<file path="src/rtl/pipe_stage_reg.sv">
// Elastic pipeline stage register with flush, NOP bubbles and a drop counter.
// Define PIPE_SKID_EN to add a skid entry and a registered in_ready.
module pipe_stage_reg #(
  parameter int               WIDTH     = 32,
  parameter logic [WIDTH-1:0] NOP_VALUE = '0,
  parameter int               CNT_W     = 8
) (
  input  logic             CLK,
  input  logic             Reset_n,
  input  logic             flush,
  input  logic             in_valid,
  output logic             in_ready,
  input  logic [WIDTH-1:0] in_data,
  output logic             out_valid,
  input  logic             out_ready,
  output logic [WIDTH-1:0] out_data,
  output logic [CNT_W-1:0] drop_cnt
);

  localparam int SW = CNT_W + 2;
  localparam logic [SW-1:0] CNT_MAX = SW'({CNT_W{1'b1}});

  logic             out_valid_q, out_valid_d;
  logic [WIDTH-1:0] out_data_q, out_data_d;
  logic [CNT_W-1:0] drop_cnt_q, drop_cnt_d;
  logic             accept;
  logic             stalled;
  logic             skid_held;
  logic [SW-1:0]    drop_sum;

`ifdef PIPE_SKID_EN
  logic             skid_valid_q, skid_valid_d;
  logic [WIDTH-1:0] skid_data_q, skid_data_d;

  assign in_ready  = ~skid_valid_q;
  assign skid_held = skid_valid_q;
`else
  assign in_ready  = ~out_valid_q | out_ready;
  assign skid_held = 1'b0;
`endif

  assign accept  = in_valid & in_ready;
  assign stalled = out_valid_q & ~out_ready;

  assign out_valid = out_valid_q;
  assign out_data  = out_data_q;
  assign drop_cnt  = drop_cnt_q;

  // Saturating count of beats lost to a flush: stalled output, skid, new accept.
  always_comb begin
    drop_sum = {2'b00, drop_cnt_q}
             + SW'(stalled)
             + SW'(skid_held)
             + SW'(accept);
    drop_cnt_d = drop_cnt_q;
    if (flush) begin
      if (drop_sum > CNT_MAX) drop_cnt_d = CNT_MAX[CNT_W-1:0];
      else                    drop_cnt_d = drop_sum[CNT_W-1:0];
    end
  end

`ifdef PIPE_SKID_EN
  // Output/skid next state: skid drains first so beats leave in order.
  always_comb begin
    out_valid_d  = out_valid_q;
    out_data_d   = out_data_q;
    skid_valid_d = skid_valid_q;
    skid_data_d  = skid_data_q;
    if (flush) begin
      out_valid_d  = 1'b0;
      out_data_d   = NOP_VALUE;
      skid_valid_d = 1'b0;
    end else if (!stalled) begin
      if (skid_valid_q) begin
        out_valid_d  = 1'b1;
        out_data_d   = skid_data_q;
        skid_valid_d = accept;
        if (accept) skid_data_d = in_data;
      end else if (accept) begin
        out_valid_d = 1'b1;
        out_data_d  = in_data;
      end else begin
        out_valid_d = 1'b0;
        out_data_d  = NOP_VALUE;
      end
    end else if (accept) begin
      skid_valid_d = 1'b1;
      skid_data_d  = in_data;
    end
  end

  // Skid entry register.
  always_ff @(posedge CLK) begin
    if (!Reset_n) begin
      skid_valid_q <= 1'b0;
      skid_data_q  <= '0;
    end else begin
      skid_valid_q <= skid_valid_d;
      skid_data_q  <= skid_data_d;
    end
  end
`else
  // Output next state: load on accept, hold on stall, bubble when drained.
  always_comb begin
    out_valid_d = out_valid_q;
    out_data_d  = out_data_q;
    if (flush) begin
      out_valid_d = 1'b0;
      out_data_d  = NOP_VALUE;
    end else if (accept) begin
      out_valid_d = 1'b1;
      out_data_d  = in_data;
    end else if (!stalled) begin
      out_valid_d = 1'b0;
      out_data_d  = NOP_VALUE;
    end
  end
`endif

  // Output register and drop counter.
  always_ff @(posedge CLK) begin
    if (!Reset_n) begin
      out_valid_q <= 1'b0;
      out_data_q  <= NOP_VALUE;
      drop_cnt_q  <= '0;
    end else begin
      out_valid_q <= out_valid_d;
      out_data_q  <= out_data_d;
      drop_cnt_q  <= drop_cnt_d;
    end
  end

endmodule

</file>
<file path="config.mk">
export PLATFORM = sky130hd
export DESIGN_NAME = pipe_stage_reg
export DESIGN_NICKNAME = d
export VERILOG_FILES = /design/src/rtl/pipe_stage_reg.sv
export SDC_FILE = /design/constraint.sdc
export NUM_CORES = 1
export LEC_CHECK = 0
export ABC_AREA = 1
export BUFFER_PORTS_ARGS = -buffer_cell sky130_fd_sc_hd__buf_2
export CAP_MARGIN = 5
export CORE_MARGIN = 2
export CORE_UTILIZATION = 35
export DETAILED_ROUTE_END_ITERATION = 7
export PLACE_DENSITY = 0.65
export SYNTH_ARGS = -nofsm -noshare
export SYNTH_HDL_FRONTEND = slang
export SYNTH_SLANG_ARGS = --single-unit
</file>
<file path="constraint.sdc">
create_clock -name CLK -period 3.2 [get_ports CLK]
set_input_delay 0.16 -clock CLK [delete_from_list [all_inputs] [get_ports CLK]]
set_output_delay 0.16 -clock CLK [all_outputs]
set_load 0.01 [all_outputs]
</file>
; ---- Word-level counts from Yosys, hierarchy flattened
; Index checks and enable logic that the tools add are counted.
; Widths: inputs -> output; s select.
[word_totals]
wordCells = 19
out_inout_bits = 42
ff_bits = 41
inputBits = 37
[op_classes]
bitwise = 6
addsub = 2
eq_ne = 1
n_reduce_logical = 1
n_lt_le_gt_ge = 1
mux = 5
[ops]
columns = op, count
row1 = $mux 32, 2
row2 = $add 9x1->10, 1
row3 = $gt 10x8->1 const B, 1
row4 = $add 8x1->9, 1
row5 = $mux 8, 1
row6 = $not 1->1, 3
row7 = $and 1x1->1, 2
row8 = $mux 1, 2
row9 = $ne 2x2->1 const B, 1
row10 = $reduce_or 2->1, 1
row11 = $or 1x1->1, 1

; ---- Logic depth before layout (Yosys ltp)
; Gate-level depths: netlist of the first run.
[logic_depth]
depth_word = 6
mapped_depth = 16
mapped_depth_nobuf = 16

; ---- Least setup slack after synthesis of the first run
; Ideal clock, no wire load.
[synth_path]
kind = reg2reg
start = register out_valid_q, in the netlist out_valid
end = register drop_cnt_q[5], in the netlist drop_cnt[5]
arrival_time_ps = 1773
setup_time_ps = 56
path_buffers = 1
path_stages_with_launch = 14
slack_ps = 1371
period_less_slack_ps = 1829
required_time_ps = 3144
path_cell_list = dfxtp_1 nand2_4 inv_2 buf_2 ha_1 inv_1 nand2_2 ha_1 nand3_2 nor2_4 nand4_2 nand3_1 nand2_1 inv_1
[synth_via]
elab_chain_len = 6
word_cells_on_any_way = 8
classes_between = 2 x add/sub / 1 x order compare / 1 x mux / 4 x bitwise
[synth_lines]
columns = element, line
row1 = start: declaration, 23  ; logic out_valid_q, out_valid_d;
row2 = start signal: assignment, 127  ; out_valid_q <= out_valid_d;
row3 = "parallel branches: the longest is 3 deep, another holds $add 8x1->9", -
row4 = $add 9x1->10 (*), 54  ; + SW'(accept);
row5 = $gt 10x8->1, 57  ; if (drop_sum > CNT_MAX) drop_cnt_d = CNT_MAX[CNT_W-1:0];
row6 = $mux 8 (*), 57
row7 = end signal: assignment, 129  ; drop_cnt_q <= drop_cnt_d;
row8 = end: declaration, 25  ; logic [CNT_W-1:0] drop_cnt_q, drop_cnt_d;
; Every way passes the cells marked *.
; A chain may end at the register's enable or synchronous reset.

; ---- Final worst setup path of the first run
; Ends and elaborated chain as after synthesis.

==> metrics, run 1 <==
number of clock buffers inserted by TritonCTS 5; origin of the worst min-delay path Reset_n; buffers inserted during post-CTS setup optimization 0; relative slew slack 26.5%; sum of negative setup slack 0 ns; Crit. End Element flop; area of the core region roughly 4700 um2; worst vdd ir roughly 0.21 mV; achievable frequency around 470 MHz; residual antenna-violating net count after detailed routing 0; flip-flop and latch count after synthesis approximately 40; die span in y about 73 um; per-instance average area after synthesis approximately 7.7 um2; worst-path maximum fanout 37; origin of the critical flop-to-flop path out_valid; area enclosed by the die boundary roughly 5300 um2; fraction of final layout cells sized beyond drive strength 1 32.4%; post-synthesis sequential area ratio slightly below 50%; maximum number of pins on one net before global-route repair 38; P_leak between 1 and 1.5 nW; hold buffer count at CTS 0; power density over the cells between 400 and 500 nW/um2; Worst setup startpoint out_valid; Clk Tree Root Cell sky130_fd_sc_hd__clkbuf_8; path class of the lowest-slack min-delay path primary input to flop; Internal about 0.00074 W; via count of the routed design 1667; part of the power in combinational logic between 10% and 20%; first-pass GRT wire length ~6.5 mm; Clock power frac ~35%; arrival time reported for the critical path endpoint ~2.4 ns; dpl hpwl approximately 2.7 mm; top-level I/O count a little under 80; die outline width between 70 and 80 um; Ant. Diodes 0; number of antenna violations at the first check in global routing 0; launching element type of the critical path flop; port buffer count around 80; internal reg-to-reg setup slack roughly 1.1 ns; portion of the clock cycle consumed by the worst path in the final layout roughly 66%; CP Data Required Time 3.44 ns; clock sinks 41; initial cell density of the core approximately 36%; number of nets in the layout around 330; WL per Instance approximately 12 um; final count of negative-setup-slack endpoints 0; Max Cap Viol 0; switching portion of total power about a quarter; number of global-route vias before repair between 1000 and 1500; area added between synthesis and finish 29.7%; filler cell count in the final layout just under 500; warning count from the yosys run 0; post-cts resize count 0; count of endpoints failing hold in the final timing report 0; multi-input logic area 721 um2; sequential fraction of design power roughly 55%; reported net switching power 0.000229 W; DRC violation count after routing 0; CTS clock-pin slew for the worst setup and hold paths 0.07 ns; Netlist Area Pre-Place 1670 um2; Worst Tran Pin Value ~1.1 ns; synthesized instance count ~220; clock insertion delay at the later pin of the skew report around 0.29 ns; run status complete, no violations; TritonCTS clock tree yes; number of placement rows 25; final estimated routing congestion in global placement ~0.79; maximum root-to-sink buffer count 2; Clock Skews 0.00313 ns; mean number of vias per cell around 4.8; total routed wirelength between 4 and 5 mm; total iterations of the first detailed-routing run 4; GRT Total Usage roughly 16%; setup repair after global routing missed its margin no; Syn Nets ~260; distinct cell type count after synthesis 21; final max-slew violation count 0; Min Clock Period, post-route roughly 2.1 ns; core occupancy in the finished layout between 40 and 50%; initial detailed-routing violation count 65; type of the worst setup path flop to flop; H-tree depth 2; Remaining Overflow, GRT 0; total area of sequential cells 821 um2
==> power by group through the flow <==
stage | Clock, W | Sequential [W] | Combinational, W
finish | 0.000334 | 0.000532 | 0.000101
global route | 0.000363 | 0.000533 | 0.000115
CTS | 0.000350 | 0.000532 | 0.000103
detailed placement | 0 | 0.000544 | 0.000102
global placement | 0 | 0.000544 | 0.000102
floorplan | 0 | 0.000550 | 0.0000500
==> Yosys cell counts <==
cell                       instances  area, um2
sky130_fd_sc_hd__nand2_1          51        191
sky130_fd_sc_hd__dfxtp_1          41        821
sky130_fd_sc_hd__a21oi_1          38        190
sky130_fd_sc_hd__nand3_1          37        185
sky130_fd_sc_hd__inv_1            15       56.3
sky130_fd_sc_hd__buf_2            13       65.1
sky130_fd_sc_hd__nor2_1            4       15.0
sky130_fd_sc_hd__ha_1              2       25.0
sky130_fd_sc_hd__nand3_2           2       20.0
sky130_fd_sc_hd__o21ai_0           2       10.0
sky130_fd_sc_hd__a211oi_1          1       7.51
sky130_fd_sc_hd__inv_2             1       3.75
sky130_fd_sc_hd__nand2_2           1       6.26
sky130_fd_sc_hd__nand2_4           1       11.3
sky130_fd_sc_hd__nand4_1           1       6.26
sky130_fd_sc_hd__nand4_2           1       12.5
sky130_fd_sc_hd__nor2_4            1       11.3
sky130_fd_sc_hd__nor3_1            1       5.00
sky130_fd_sc_hd__nor3_2            1       10.0
sky130_fd_sc_hd__o21ai_1           1       5.00
sky130_fd_sc_hd__xnor2_1           1       8.76
==> through the flow <==
step           cell area (um2)  power [W]  instances  setup slack, ns  hold slack, ns
4_1_cts                   2160   0.000985        344             1.05          0.0909
5_1_grt                   2160    0.00101        344            0.830           0.104
6_report                  2160   0.000968        344             1.09           0.103
3_5_place_dp              2070   0.000646        337             1.08           0.397
2_1_floorplan             1670   0.000600        216             1.37           0.258
3_3_place_gp              2070   0.000646        337             1.15           0.395
==> flip-flops by register name (all words and copies together), names as in the netlist <==
| register | count |
|---|---|
| drop_cnt | 8 |
| out_valid | 1 |
| out_data | 32 |
==> logic make-up after synthesis <==
logic type | Yosys count | share of synthesized area (%)
xor gates and xnor gates | 1 | 0.526
DFF | 41 | 49.2
adders and majority gates | 2 | 1.50
and+or+nand+nor | 101 | 28.5
AOI/OAI and AO/OA | 42 | 12.8
buffers and inverters | 29 | 7.51
==> layer usage <==
layer,up-vias,share of wire (%),GRT usage [%]
met5,-,0,0
met4,0,1.3,5.56
met3,7,6.8,4.97
met2,65,45,24.3
met1,735,46,20.2
li1,860,-,-
==> critical path: stages (launching register included) <==
cell and delay, ns:
sky130_fd_sc_hd__dfxtp_1 0.34, sky130_fd_sc_hd__nand2_4 0.32, sky130_fd_sc_hd__nand2_1 0.12, sky130_fd_sc_hd__nand2_1 0.08
sky130_fd_sc_hd__nand2_1 0.04, sky130_fd_sc_hd__inv_1 0.05, sky130_fd_sc_hd__ha_1 0.13, sky130_fd_sc_hd__inv_1 0.05
sky130_fd_sc_hd__nand2_2 0.11, sky130_fd_sc_hd__ha_1 0.20, sky130_fd_sc_hd__nand3_2 0.12, sky130_fd_sc_hd__nor2_4 0.12
sky130_fd_sc_hd__nand4_2 0.16, sky130_fd_sc_hd__nand3_1 0.14, sky130_fd_sc_hd__nand2_1 0.05, sky130_fd_sc_hd__inv_1 0.04
==> final cells by class <==
type,instances,share of cell area (%)
Multi-Input combinational cell,146,33.4
Inverter,16,2.78
Tap cell,54,3.13
Sequential cell,41,38.0
Timing Repair Buffer,80,18.8
Clock buffer,7,4.00
==> cells in the final DEF, fill, tap and decap left out, types with 4 or more instances in the layout <==
cell type,synthesis,final
sky130_fd_sc_hd__a21oi_1,38,38
sky130_fd_sc_hd__buf_2,13,78
sky130_fd_sc_hd__clkbuf_8,0,6
sky130_fd_sc_hd__dfxtp_1,41,41
sky130_fd_sc_hd__inv_1,15,15
sky130_fd_sc_hd__nand2_1,51,51
sky130_fd_sc_hd__nand3_1,37,37
sky130_fd_sc_hd__nor2_1,4,4
==> worst paths after layout <==
| check | end | depth (start not counted) |
|---|---|---|
| setup / recovery | drop_cnt[5] | 15 |
| hold / removal | drop_cnt[5] | 3 |
| setup reg to reg | drop_cnt[5] | 15 |
| hold reg to reg | out_data[19] | 2 |
(Power assumes the default switching activity.)
==> inputs of run 2 (changes only) <==
PLACE_DENSITY = 0.68   (was 0.65)
clock period = 1.9 ns   (was 3.2 ns; I/O delays follow)
==> run 2 against run 1 <==
  * Fmax is 24% higher
  * Setup slack worse by 0.89 ns
  * Die area stayed put
  * Global-route usage is 0.72 points lower
  * Utilization is 2.5 points higher
  * Clock power is 110% higher
  * Critical endpoint unchanged
  * Largest power group unchanged
==> metrics, run 2 (synthesis gave the netlist of run 1 again) <==
run status complete, no violations (unchanged); maximum number of pins on one net before global-route repair 33 (was 38); TritonCTS clock tree yes (unchanged); die span in y 73.0 um (unchanged); number of nets in the layout 334 (was 329); mean number of vias per cell 4.75 (was 4.85); first-pass GRT wire length 6.17 mm (was 6.51 mm); multi-input logic area 769 um2 (was 721 um2); origin of the worst min-delay path Reset_n (unchanged); final max-slew violation count 0 (unchanged); most common cell after layout, fill and taps aside sky130_fd_sc_hd__buf_2 (unchanged); P_leak 1.08 nW (was 1.03 nW); portion of the clock cycle consumed by the worst path in the final layout 89.5% (was 66.0%); residual antenna-violating net count after detailed routing 0 (unchanged); worst vdd ir 0.305 mV (was 0.208 mV); total non-filler cell area in the finished layout 2280 um2 (was 2160 um2); number of placed instances, taps included 340 (was 337); hold buffer count at CTS 0 (unchanged); Worst Hold Margin 0.0504 ns (was 0.103 ns); cell area after placement 2100 um2 (was 2070 um2); achievable frequency 588 MHz (was 473 MHz); sum of negative setup slack 0 ns (unchanged); CTS clock-pin slew for the worst setup and hold paths 0.08 ns (was 0.07 ns); initial cell density of the core 35.8% (unchanged); type of the worst setup path flop to flop (unchanged); via count of the routed design 1661 (was 1667); port buffer count 78 (unchanged); clock insertion delay at the later pin of the skew report 0.28 ns (was 0.29 ns); path class of the lowest-slack min-delay path primary input to flop (unchanged); relative slew slack 72.4% (was 26.5%); maximum root-to-sink buffer count 2 (unchanged); DRC violation count after routing 0 (unchanged); Clk Tree Root Cell sky130_fd_sc_hd__clkbuf_8 (unchanged); total iterations of the first detailed-routing run 4 (unchanged); Ant. Diodes 0 (unchanged); H-tree depth 2 (unchanged); filler cell count in the final layout 475 (was 484); number of clock buffers inserted by TritonCTS 5 (unchanged); Remaining Overflow, GRT 0 (unchanged); CP Data Required Time 2.14 ns (was 3.44 ns); WL per Instance 11.4 um (was 11.9 um); Hold Path Depth 3 (unchanged); final count of negative-setup-slack endpoints 0 (unchanged); clock sinks 41 (unchanged); Max Cap Viol 0 (unchanged); most frequent cells in the layout sky130_fd_sc_hd__buf_2, sky130_fd_sc_hd__nand2_1, sky130_fd_sc_hd__dfxtp_1 (unchanged); fraction of final layout cells sized beyond drive strength 1 36.1% (was 32.4%); max FFs per register 32 (unchanged); number of antenna violations at the first check in global routing 0 (unchanged); Crit. End Element flop (unchanged); initial detailed-routing violation count 71 (was 65); area enclosed by the die boundary 5330 um2 (unchanged); total routed wirelength 3.98 mm (was 4.09 mm); number of global-route vias before repair 1392 (was 1467); launching element type of the critical path flop (unchanged); arrival time reported for the critical path endpoint 1.94 ns (was 2.35 ns); Min Clock Period, post-route 1.70 ns (was 2.11 ns); dpl hpwl 2.79 mm (was 2.70 mm); die outline width 73.0 um (unchanged); count of endpoints failing hold in the final timing report 0 (unchanged); endpoint of the worst-slack reg-to-reg timing path drop_cnt[5] (unchanged); area added between synthesis and finish 36.7% (was 29.7%); total area of sequential cells 822 um2 (was 821 um2); Hold EP drop_cnt[5] (unchanged); GRT Total Usage 14.9% (was 15.6%); Worst Tran Pin Value 0.413 ns (was 1.10 ns); internal reg-to-reg setup slack 0.20 ns (was 1.09 ns); setup repair after global routing missed its margin no (unchanged); number of placement rows 25 (unchanged); worst-path maximum fanout 6 (was 37); top-level I/O count 79 (unchanged); reg2reg path depth 14 (was 15); filler-free cell count of the finished design 350 (was 344); area of the core region 4660 um2 (unchanged); Clock Skews 0.00681 ns (was 0.00313 ns); final estimated routing congestion in global placement 0.810 (was 0.793); power density over the cells 785 nW/um2 (was 448 nW/um2); origin of the critical flop-to-flop path out_valid (unchanged)
-- run 2: critical path, cell delays in order, from the launching register on --
cell and delay (ns):
sky130_fd_sc_hd__dfxtp_2 0.35, sky130_fd_sc_hd__nand2_4 0.07, sky130_fd_sc_hd__nand3_2 0.09, sky130_fd_sc_hd__nand2_1 0.07, sky130_fd_sc_hd__inv_2 0.05, sky130_fd_sc_hd__ha_2 0.15, sky130_fd_sc_hd__inv_1 0.06, sky130_fd_sc_hd__nand2_4 0.07
sky130_fd_sc_hd__ha_4 0.14, sky130_fd_sc_hd__nand3_4 0.09, sky130_fd_sc_hd__nor2_4 0.17, sky130_fd_sc_hd__nand4_4 0.13, sky130_fd_sc_hd__nand3_2 0.10, sky130_fd_sc_hd__nand2_1 0.05, sky130_fd_sc_hd__inv_1 0.04
-- run 2: power breakdown --
part / internal (W) / switching (W) / leakage [nW] / total (W)
registers: 0.000883 / 0.0000133 / 0.334 / 0.000896
clock network: 0.000428 / 0.000279 / 0.0585 / 0.000707
logic: 0.0000813 / 0.000103 / 0.688 / 0.000185
total: 0.00139 / 0.000395 / 1.08 / 0.00179
-- run 2: through the flow --
step	setup slack [ns]	total power [W]	util, %
floorplan	0.0708	0.00101	-
global placement	0.158	0.00109	45.0
detailed placement	0.0759	0.00109	45.0
CTS	0.0536	0.00181	47.5
global route	0.000645	0.00188	48.9
finish	0.200	0.00179	48.9
-- run 2: cell type report --
class,instances,share of cell area [%]
clock buffer,7,3.79
clock inverter,1,1.32
inverter,16,2.64
multi-input combinational,146,33.8
sequential,41,36.1
tap,54,2.97
timing repair buffer,85,19.4
-- run 2: worst max path at each step --
stage          startpoint          end  slack [ns]
5_1_grt         out_valid  drop_cnt[7]      0.0006
4_1_cts         out_valid  drop_cnt[5]        0.05
6_report        out_valid  drop_cnt[5]        0.20
3_3_place_gp    out_valid  drop_cnt[5]        0.16
2_1_floorplan   out_valid  drop_cnt[5]        0.07
3_5_place_dp    out_valid  drop_cnt[5]        0.08
-- run 2: metal layers --
layer / part of all wire [%] / global-route usage, %
met1: 46 / 19.0
met4: 1.2 / 6.17
met2: 47 / 23.9
met3: 5.8 / 3.59
met5: 0 / 0
-- run 2: timing repair --
action                     CTS  global route
resized for setup            0            11
setup endpoints to repair    0             8
buffers inserted             0             2
==> inputs of run 3 (changes only) <==
CORE_ASPECT_RATIO = 1.5   (was unset)
CORE_MARGIN = unset   (was 2)
==> run 3 against run 2 <==
  * Setup slack lost 0.051 ns
  * Final cell count grew 2.0%
  * First-iteration DRC count grew 5.6%
  * Critical path depth grew 1
  * Sequential share of layout area grew 0.60 points
  * Global-route usage grew 2.1 points
  * Wire length grew 4.9%
  * Die area shrank 5.3%
==> metrics, run 3 (synthesis gave the netlist of run 1 again) <==
run status complete, no violations (unchanged); hold buffer count at CTS 0 (unchanged); most frequent cells in the layout sky130_fd_sc_hd__buf_2, sky130_fd_sc_hd__nand2_1, sky130_fd_sc_hd__dfxtp_1 (unchanged); number of nets in the layout 331 (was 334); P_leak 1.06 nW (was 1.08 nW); DRC violation count after routing 0 (unchanged); die span in y 86.5 um (was 73.0 um); switching portion of total power 22.2% (was 22.1%); area enclosed by the die boundary 5050 um2 (was 5330 um2); initial detailed-routing violation count 75 (was 71); filler-free cell count of the finished design 357 (was 350); number of clock buffers inserted by TritonCTS 5 (unchanged); launching element type of the critical path flop (unchanged); filler cell count in the final layout 488 (was 475); port buffer count 78 (unchanged); max FFs per register 32 (unchanged); fraction of final layout cells sized beyond drive strength 1 33.8% (was 36.1%); Internal 0.00139 W (about the same); CP Data Required Time 2.13 ns (was 2.14 ns); maximum root-to-sink buffer count 2 (unchanged); Max Cap Viol 0 (unchanged); Worst setup startpoint out_valid (unchanged); GRT Total Usage 17.0% (was 14.9%); Crit. End Element flop (unchanged); part of the power in combinational logic 10.0% (was 10.3%); arrival time reported for the critical path endpoint 1.98 ns (was 1.94 ns); final max-slew violation count 0 (unchanged); number of placed instances, taps included 349 (was 340); Clock power frac 39.7% (was 39.6%); Hold Path Depth 3 (unchanged); worst-path maximum fanout 6 (unchanged); origin of the critical flop-to-flop path out_valid (unchanged); Remaining Overflow, GRT 0 (unchanged); WL per Instance 11.7 um (was 11.4 um); die outline width 58.3 um (was 73.0 um); Clk Tree Root Cell sky130_fd_sc_hd__clkbuf_8 (unchanged); reported net switching power 0.000396 W (was 0.000395 W); number of global-route vias before repair 1499 (was 1392); final count of negative-setup-slack endpoints 0 (unchanged); Ant. Diodes 0 (unchanged); Clock Skews 0.00333 ns (was 0.00681 ns); maximum number of pins on one net before global-route repair 34 (was 33); first-pass GRT wire length 6.58 mm (was 6.17 mm); setup repair after global routing missed its margin no (unchanged); achievable frequency 571 MHz (was 588 MHz); H-tree depth 2 (unchanged); residual antenna-violating net count after detailed routing 0 (unchanged); top-level I/O count 79 (unchanged); worst vdd ir 0.430 mV (was 0.305 mV); via count of the routed design 1644 (was 1661); CTS clock-pin slew for the worst setup and hold paths 0.07 ns (was 0.08 ns); area added between synthesis and finish 34.5% (was 36.7%); mean number of vias per cell 4.61 (was 4.75); power density over the cells 796 nW/um2 (was 785 nW/um2); clock sinks 41 (unchanged); TritonCTS clock tree yes (unchanged); relative slew slack 76.4% (was 72.4%); total routed wirelength 4.17 mm (was 3.98 mm); number of placement rows 30 (was 25); type of the worst setup path flop to flop (unchanged); count of endpoints failing hold in the final timing report 0 (unchanged); portion of the clock cycle consumed by the worst path in the final layout 92.2% (was 89.5%); sequential fraction of design power 50.3% (was 50.1%); Min Clock Period, post-route 1.75 ns (was 1.70 ns); origin of the worst min-delay path Reset_n (unchanged); reg2reg path depth 15 (was 14); path class of the lowest-slack min-delay path primary input to flop (unchanged); Worst Tran Pin Value 0.354 ns (was 0.413 ns); total iterations of the first detailed-routing run 4 (unchanged); most common cell after layout, fill and taps aside sky130_fd_sc_hd__buf_2 (unchanged); final estimated routing congestion in global placement 0.842 (was 0.810); number of antenna violations at the first check in global routing 0 (unchanged); clock insertion delay at the later pin of the skew report 0.28 ns (about the same); initial cell density of the core 36.7% (was 35.8%); sum of negative setup slack 0 ns (unchanged); dpl hpwl 2.91 mm (was 2.79 mm); area of the core region 4540 um2 (was 4660 um2)
## run 3: cell type report
cell class / instances / area (um2) / area share, %
clock inverter: 1 / 30.0 / 1.34
inverter: 16 / 60.1 / 2.68
tap: 64 / 80.1 / 3.57
timing repair buffer: 82 / 420 / 18.8
clock buffer: 7 / 86.3 / 3.85
sequential: 41 / 822 / 36.7
multi-input combinational: 146 / 742 / 33.1
## run 3: worst paths after layout
kind | to | slack [ns]
max | drop_cnt[5] | 0.15
min reg2reg | out_data[12] | 0.46
max reg2reg | drop_cnt[5] | 0.15
min | drop_cnt[5] | 0.05
## run 3: worst max-delay path, cell delays in order, from the launching register on
cell	delay, ns
sky130_fd_sc_hd__dfxtp_2	0.34
sky130_fd_sc_hd__nand2_4	0.09
sky130_fd_sc_hd__nand2_1	0.07
sky130_fd_sc_hd__nand2_1	0.06
sky130_fd_sc_hd__nand2_1	0.04
sky130_fd_sc_hd__inv_1	0.05
sky130_fd_sc_hd__ha_1	0.13
sky130_fd_sc_hd__inv_1	0.04
sky130_fd_sc_hd__nand2_2	0.13
sky130_fd_sc_hd__ha_4	0.16
sky130_fd_sc_hd__nand3_2	0.11
sky130_fd_sc_hd__nor2_4	0.16
sky130_fd_sc_hd__nand4_4	0.12
sky130_fd_sc_hd__nand3_1	0.11
sky130_fd_sc_hd__nand2_1	0.05
sky130_fd_sc_hd__inv_1	0.04
## run 3: power by group through the flow
stage / Combinational, W / Clock [W] / Sequential [W]
global placement: 0.000174 / 0 / 0.000915
floorplan: 0.0000841 / 0 / 0.000927
finish: 0.000178 / 0.000708 / 0.000898
global route: 0.000201 / 0.000775 / 0.000900
detailed placement: 0.000177 / 0 / 0.000916
CTS: 0.000178 / 0.000735 / 0.000896
## run 3: timing repair
action                                 in CTS  in global routing
buffers inserted                            0                  0
endpoints found under the hold margin       0                  0
gates resized for setup                     0                  4
setup endpoints to repair                   0                  8
## run 3: metrics by stage
stage	power, W	hold WS (ns)	utilization (%)	worst slack [ns]	instance area, um2
after floorplan	0.00101	0.193	-	0.0708	1670
after global placement	0.00109	0.334	46.3	0.178	2100
after detailed placement	0.00109	0.345	46.3	0.0865	2100
after CTS	0.00181	0.0443	48.8	0.0776	2220
after global routing	0.00188	0.0611	49.3	0.000526	2240
final	0.00178	0.0539	49.3	0.148	2240
## run 3: per-layer routing
metal	global-route usage, %	up-vias	share of wire (%)
li1	-	863	-
met1	20.4	725	43
met2	28.1	46	50
met3	4.18	10	4.5
met4	7.79	0	2.2
met5	0	-	0
